`config.mk`:
```
export PLATFORM = sky130hd
export DESIGN_NAME = mdiv_issue_ctrl
export DESIGN_NICKNAME = d
export VERILOG_FILES = /design/src/rtl/mdiv_pkg.sv /design/src/rtl/mdiv_timeout_counter.sv /design/src/rtl/mdiv_issue_ctrl.sv
export SDC_FILE = /design/constraint.sdc
export NUM_CORES = 1
export LEC_CHECK = 0
export BUFFER_PORTS_ARGS = -buffer_cell sky130_fd_sc_hd__buf_2
export CORE_UTILIZATION = 40
export CTS_CLUSTER_DIAMETER = 120
export DETAILED_ROUTE_END_ITERATION = 8
export PLACE_DENSITY_LB_ADDON = 0.15
export SYNTH_ARGS = -nofsm -noshare
export SYNTH_HDL_FRONTEND = slang
export SYNTH_SLANG_ARGS = --single-unit
```
`constraint.sdc`:
```
create_clock -name clock -period 1.8 [get_ports clock]
set_clock_uncertainty 0.05 [all_clocks]
set_input_delay 0.36 -clock clock [delete_from_list [all_inputs] [get_ports clock]]
set_output_delay 0.36 -clock clock [all_outputs]
set_load 0.02 [all_outputs]
```
`src/rtl/mdiv_pkg.sv`:
```
// Shared constants for the multiply/divide issue controller: FSM state
// encoding, writeback exception codes and the exception-code helper.
package mdiv_pkg;

  localparam logic [2:0] ST_IDLE   = 3'd0;
  localparam logic [2:0] ST_LAUNCH = 3'd1;
  localparam logic [2:0] ST_WAIT   = 3'd2;
  localparam logic [2:0] ST_ABORT  = 3'd3;
  localparam logic [2:0] ST_DONE   = 3'd4;

  localparam logic [1:0] EXC_NONE    = 2'b00;
  localparam logic [1:0] EXC_MULT    = 2'b01;
  localparam logic [1:0] EXC_DIV     = 2'b10;
  localparam logic [1:0] EXC_TIMEOUT = 2'b11;

  // A unit-raised exception is reported according to the kind of op in flight.
  function automatic logic [1:0] exc_for_op(input logic is_div);
    return is_div ? EXC_DIV : EXC_MULT;
  endfunction

endpackage

```
`src/rtl/mdiv_timeout_counter.sv`:
```
// Watchdog counter: synchronous clear, count enable, and a terminal flag
// raised when the count reaches TIMEOUT_CYCLES-1 (the count then holds).
module mdiv_timeout_counter #(
  parameter int TIMEOUT_CYCLES = 40,
  parameter int CNT_W          = 6
) (
  input  logic clk_i,
  input  logic rst_ni,
  input  logic clr_i,
  input  logic en_i,
  output logic terminal_o
);

  logic [CNT_W-1:0] count_q;
  logic [CNT_W-1:0] count_d;

  assign terminal_o = (count_q == CNT_W'(TIMEOUT_CYCLES - 1));

  always_comb begin
    count_d = count_q;
    if (clr_i) begin
      count_d = '0;
    end else if (en_i && !terminal_o) begin
      count_d = count_q + CNT_W'(1);
    end
  end

  always_ff @(posedge clk_i or negedge rst_ni) begin
    if (!rst_ni) begin
      count_q <= '0;
    end else begin
      count_q <= count_d;
    end
  end

endmodule

```
`src/rtl/mdiv_issue_ctrl.sv`:
```
// Pipeline-side issue controller for the iterative multiply/divide unit.
// Optional feature: define MDIV_DIVZERO_SHORTCUT_EN to complete div-by-zero locally.
module mdiv_issue_ctrl
  import mdiv_pkg::*;
#(
  parameter int DATA_W         = 32,
  parameter int REG_W          = 5,
  parameter int TIMEOUT_CYCLES = 40,
  parameter int CNT_W          = 6
) (
  input  logic              clock,
  input  logic              reset_n,
  input  logic              start_valid,
  output logic              start_ready,
  input  logic              op_is_div,
  input  logic [DATA_W-1:0] operand_a,
  input  logic [DATA_W-1:0] operand_b,
  input  logic [REG_W-1:0]  dest_reg,
  input  logic              flush,
  output logic              md_ctrl_mult,
  output logic              md_ctrl_div,
  output logic [DATA_W-1:0] md_operand_a,
  output logic [DATA_W-1:0] md_operand_b,
  input  logic              md_result_rdy,
  input  logic [DATA_W-1:0] md_result,
  input  logic              md_exception,
  output logic              stall,
  output logic              wb_valid,
  input  logic              wb_ready,
  output logic [DATA_W-1:0] wb_result,
  output logic [REG_W-1:0]  wb_dest,
  output logic [1:0]        wb_exc_code,
  output logic [2:0]        dbg_state
);

  // Handshakes: a transfer happens on a rising edge where valid && ready are
  // both high; valid never waits on ready, and payload holds while valid && !ready.

  logic [2:0]        state_q, state_d;
  logic              is_div_q;
  logic [DATA_W-1:0] opa_q, opb_q;
  logic [REG_W-1:0]  dest_q;
  logic [DATA_W-1:0] result_q, result_d;
  logic [1:0]        exc_q, exc_d;
  logic              accept;
  logic              divzero_hit;
  logic              wb_load;
  logic              cnt_clr;
  logic              cnt_en;
  logic              timeout;

`ifdef MDIV_DIVZERO_SHORTCUT_EN
  assign divzero_hit = op_is_div && (operand_b == '0);
`else
  assign divzero_hit = 1'b0;
`endif

  assign accept = (state_q == ST_IDLE) && start_valid && !flush;

  always_comb begin
    state_d = state_q;
    case (state_q)
      ST_IDLE: begin
        if (accept) state_d = divzero_hit ? ST_DONE : ST_LAUNCH;
      end
      ST_LAUNCH: begin
        state_d = flush ? ST_ABORT : ST_WAIT;
      end
      ST_WAIT: begin
        // A flush that coincides with the unit finishing has nothing left to drain.
        if (flush) begin
          state_d = (md_result_rdy || timeout) ? ST_IDLE : ST_ABORT;
        end else if (md_result_rdy || timeout) begin
          state_d = ST_DONE;
        end
      end
      ST_ABORT: begin
        if (md_result_rdy || timeout) state_d = ST_IDLE;
      end
      ST_DONE: begin
        if (flush || wb_ready) state_d = ST_IDLE;
      end
      default: state_d = ST_IDLE;
    endcase
  end

  assign wb_load = (accept && divzero_hit) ||
                   ((state_q == ST_WAIT) && !flush && (md_result_rdy || timeout));

  // Ready beats timeout in the same cycle; any exception forces a zero result.
  always_comb begin
    result_d = '0;
    exc_d    = EXC_NONE;
    if (state_q == ST_WAIT) begin
      if (md_result_rdy) begin
        if (md_exception) exc_d = exc_for_op(is_div_q);
        else              result_d = md_result;
      end else begin
        exc_d = EXC_TIMEOUT;
      end
    end else begin
      exc_d = EXC_DIV;
    end
  end

  always_ff @(posedge clock or negedge reset_n) begin
    if (!reset_n) begin
      state_q  <= ST_IDLE;
      is_div_q <= 1'b0;
      opa_q    <= '0;
      opb_q    <= '0;
      dest_q   <= '0;
      result_q <= '0;
      exc_q    <= EXC_NONE;
    end else begin
      state_q <= state_d;
      if (accept) begin
        is_div_q <= op_is_div;
        opa_q    <= operand_a;
        opb_q    <= operand_b;
        dest_q   <= dest_reg;
      end
      if (wb_load) begin
        result_q <= result_d;
        exc_q    <= exc_d;
      end
    end
  end

  assign cnt_clr = (state_q == ST_IDLE) || (state_q == ST_LAUNCH);
  assign cnt_en  = (state_q == ST_WAIT) || (state_q == ST_ABORT);

  mdiv_timeout_counter #(
    .TIMEOUT_CYCLES(TIMEOUT_CYCLES),
    .CNT_W         (CNT_W)
  ) u_timeout (
    .clk_i     (clock),
    .rst_ni    (reset_n),
    .clr_i     (cnt_clr),
    .en_i      (cnt_en),
    .terminal_o(timeout)
  );

  assign start_ready  = (state_q == ST_IDLE);
  assign stall        = (state_q != ST_IDLE);
  assign md_ctrl_mult = (state_q == ST_LAUNCH) && !is_div_q;
  assign md_ctrl_div  = (state_q == ST_LAUNCH) &&  is_div_q;
  assign md_operand_a = opa_q;
  assign md_operand_b = opb_q;
  assign wb_valid     = (state_q == ST_DONE);
  assign wb_result    = result_q;
  assign wb_dest      = dest_q;
  assign wb_exc_code  = exc_q;
  assign dbg_state    = state_q;

endmodule

```
==> run_results.csv <==
group,metric,value,unit
synthesis,avgSynthCellArea,13.3,sq um
cells_and_area,drive_gt1_frac,0.554,
cts,cts_buffers,17,
power_and_ir_drop,intPower,0.00872,W
cells_and_area,multi_input_area,2420,sq um
critical_path,worstPathRequired,2.04,ns
status,violations,"negative setup slack",
cts,cts-root-buf,"clkbuf_16",
synthesis,async_flop_share,1.00,
power_and_ir_drop,vdd_drop_max,954,uV
cells_and_area,regArea,2830,sq um
synthesis,ys_seq_elements,113,
critical_path,endpoint_kind,"flip-flop",
placed_design,place.gp.congestion,0.790,
floorplanning,fp.coreArea,13200,sq um
detailed_routing,vias,4174,
floorplanning,boundaryPins,220,
power_and_ir_drop,clkPwrFrac,0.253,
synthesis,synth-edff-count,0,
detailed_routing,drt_iter0_markers,223,
power_and_ir_drop,combPwrFrac,0.427,
min_path,hp-class,"input pin to flip-flop",
synthesis,ys_types,41,
synthesis,synth_area,5390,sq um
placed_design,dpl.hpwl,8.81,mm
timing,setup_viol,46,
detailed_routing,antenna_left,0,
synthesis,syn_inst,405,
timing,fin_crit_sh,1.01,
critical_path,path_class,"flip-flop to flip-flop",
critical_path,cp_max_fo,9,
detailed_routing,drc,0,
timing,slew_headroom,0.669,
floorplanning,rows,42,
cts,worstSkewPairLatency,0.41,ns
cells_and_area,fin_cells,828,
power_and_ir_drop,p_sw_frac,0.358,
timing,slew_viol_final,0,
timing,whs,0.129,ns
timing,layout_setup_ws,-0.0152,ns
synthesis,yosys_warnings,0,
timing,period_minus_slack,1.82,ns
synthesis,synth.area.top_cells,"dfrtp_1 52%, mux2_4 19%, nand2b_1 7.8%",
cells_and_area,final_util,0.577,
grt,grt-ovfl-total,0,
critical_path,arrival,2.05,ns
run,max_cap_violations,0,
cells_and_area,diodes,0,
cells_and_area,fin_nets,749,
cells_and_area,syn2layout_area_growth,41.2,%
power_and_ir_drop,p_sw,0.00487,W
cts,numClockSinks,113,
detailed_routing,routed_wirelength,13.3,mm
placed_design,placed_cells,786,
cts,htree_levels,4,
power_and_ir_drop,seqPwrFrac,0.321,
timing,finalHoldViolCount,0,
power_and_ir_drop,power_density,1790,nW/um^2
grt,antenna_found_initial,0,
cts,tritoncts,"done",
synthesis,synth_top_area_frac,0.524,
timing,fmax,551,MHz
timing,rsz0062_at_grt,"true",
grt,groute.usage.overall,0.190,
placed_design,place_ws,0.0889,ns
floorplanning,die_h,118,um
power_and_ir_drop,p_leak,3.72,nW
cells_and_area,fill_cells,1112,
detailed_routing,wl_per_cell,16.0,um
floorplanning,die-area,14000,sq um
placed_design,io_buffers,219,
synthesis,synth_fp_nets,515,
grt,grt_first_pass_wirelength,20.8,mm
grt,grt_pass1_vias,3981,
detailed_routing,viasPerCell,5.04,
floorplanning,die_x,118,um
cts,path_clk_slew,0.05,ns
grt,grt_max_degree,69,
detailed_routing,drtPass1Iterations,5,
timing,fin_setup_tns,-0.372,ns
cts,cts_buffer_depth,2,
synthesis,yosys.area.top_type,"dfrtp_1",
timing,worst_pin_slew,0.496,ns
status,outcome,"complete, but fails checks",
synthesis,seq_area_frac_synth,0.524,
synthesis,synthFlopType,"dfrtp_1",
critical_path,setup.worst_path.start_class,"flip-flop",
floorplanning,initial_core_util,0.409,
==> worst max-delay path, cell delays in order (launching register included) <==
cell and delay [ns]:
dfrtp_2 0.41, or3_4 0.41, inv_4 0.07, buf_4 0.12, nand2_8 0.11, clkbuf_16 0.22, mux2_4 0.30
==> cell type report <==
cell class | instances | area share
clock buffer | 20 | 0.0600
clock inverter | 12 | 0.0209
inverter | 3 | 0.00181
multi-input combinational | 258 | 0.318
sequential | 113 | 0.372
tap | 176 | 0.0289
timing repair buffer | 246 | 0.199
==> kinds of logic (layout without fill, tap and decap cells) <==
group | Yosys count | count (layout) | share of synthesized area
mux | 70 | 70 | 0.195
simple gates | 138 | 138 | 0.174
buf+inv | 34 | 281 | 0.0350
flops | 113 | 113 | 0.524
fa+ha+maj | 1 | 1 | 0.00232
compound gates | 49 | 49 | 0.0698
==> path summary, 6_finish.rpt <==
kind / end / slack (ns) / startpoint / cells after the start
max in group asynchronous: dbg_state[0] / 0.89 / reset_n / 3
min: md_operand_b[20] / 0.13 / operand_b[20] / 2
min in group asynchronous: md_operand_b[3] / 0.26 / reset_n / 2
max reg2reg: md_operand_b[6] / -0.02 / dbg_state[0] / 6
min reg2reg: md_operand_a[1] / 0.46 / md_operand_a[1] / 1
max: md_operand_b[6] / -0.02 / dbg_state[0] / 6
==> power groups by stage <==
stage,clock network [W],registers (W),logic (W)
4_1_cts,0.00351,0.00435,0.00571
6_report,0.00343,0.00436,0.00580
2_1_floorplan,0,0.00564,0.00242
3_5_place_dp,0,0.00435,0.00554
3_3_place_gp,0,0.00431,0.00544
5_1_grt,0.00364,0.00450,0.00617
==> registers in the layout, summed over array words and instances (netlist names) <==
register / flops
wb_exc_code: 2
md_operand_b: 32
wb_dest: 5
u_timeout.count_q: 6
is_div_q: 1
dbg_state: 3
wb_result: 32
md_operand_a: 32
==> cells in the mapped netlist, types with 3 or more instances <==
cell / number
clkbuf_1: 17
o211ai_1: 33
nand2b_1: 67
nor2_1: 4
and2_1: 3
buf_6: 7
buf_2: 7
mux2_4: 70
nor2b_1: 5
nand2_1: 6
nand4b_1: 32
nand3_1: 8
dfrtp_1: 113
==> layout by cell type, fill, tap and decap left out, types with 2 or more instances in the layout <==
master	instances
clkbuf_8	2
nand4_1	2
buf_6	5
buf_4	14
clkinvlp_4	5
a21oi_1	2
dfrtp_2	2
dfrtp_1	111
bufinv_16	3
nand3_1	8
or2_1	2
nand4b_1	32
nand2b_1	66
o211ai_1	33
o311a_1	2
mux2_4	70
buf_12	8
clkinv_4	3
buf_2	213
and2_1	3
nor2b_1	4
inv_1	2
nor2_2	3
clkbuf_16	20
nand2_1	5
==> through the flow <==
step | total power [W] | instance area [sq um]
after global placement | 0.00976 | 6790
final | 0.0136 | 7610
after global routing | 0.0143 | 7610
after floorplan | 0.00805 | 5400
after CTS | 0.0136 | 7490
after detailed placement | 0.00989 | 6790
==> routing by layer <==
metal | track usage | routed length (um) | vias up
met3 | 0.0446 | 700 | 23
li1 | - | - | 1939
met2 | 0.308 | 6650 | 148
met5 | 0 | 0 | -
met1 | 0.241 | 5650 | 2064
met4 | 0.0849 | 275 | 0
==> what timing repair did <==
item,in CTS,in global routing
pin swaps,0,1
setup endpoints to repair,4,74
resized for setup,13,9
setup buffers,4,2
hold buffers,1,0
gates cloned,0,3
hold endpoints to repair,113,0
Power figures use the tool's default switching activity.
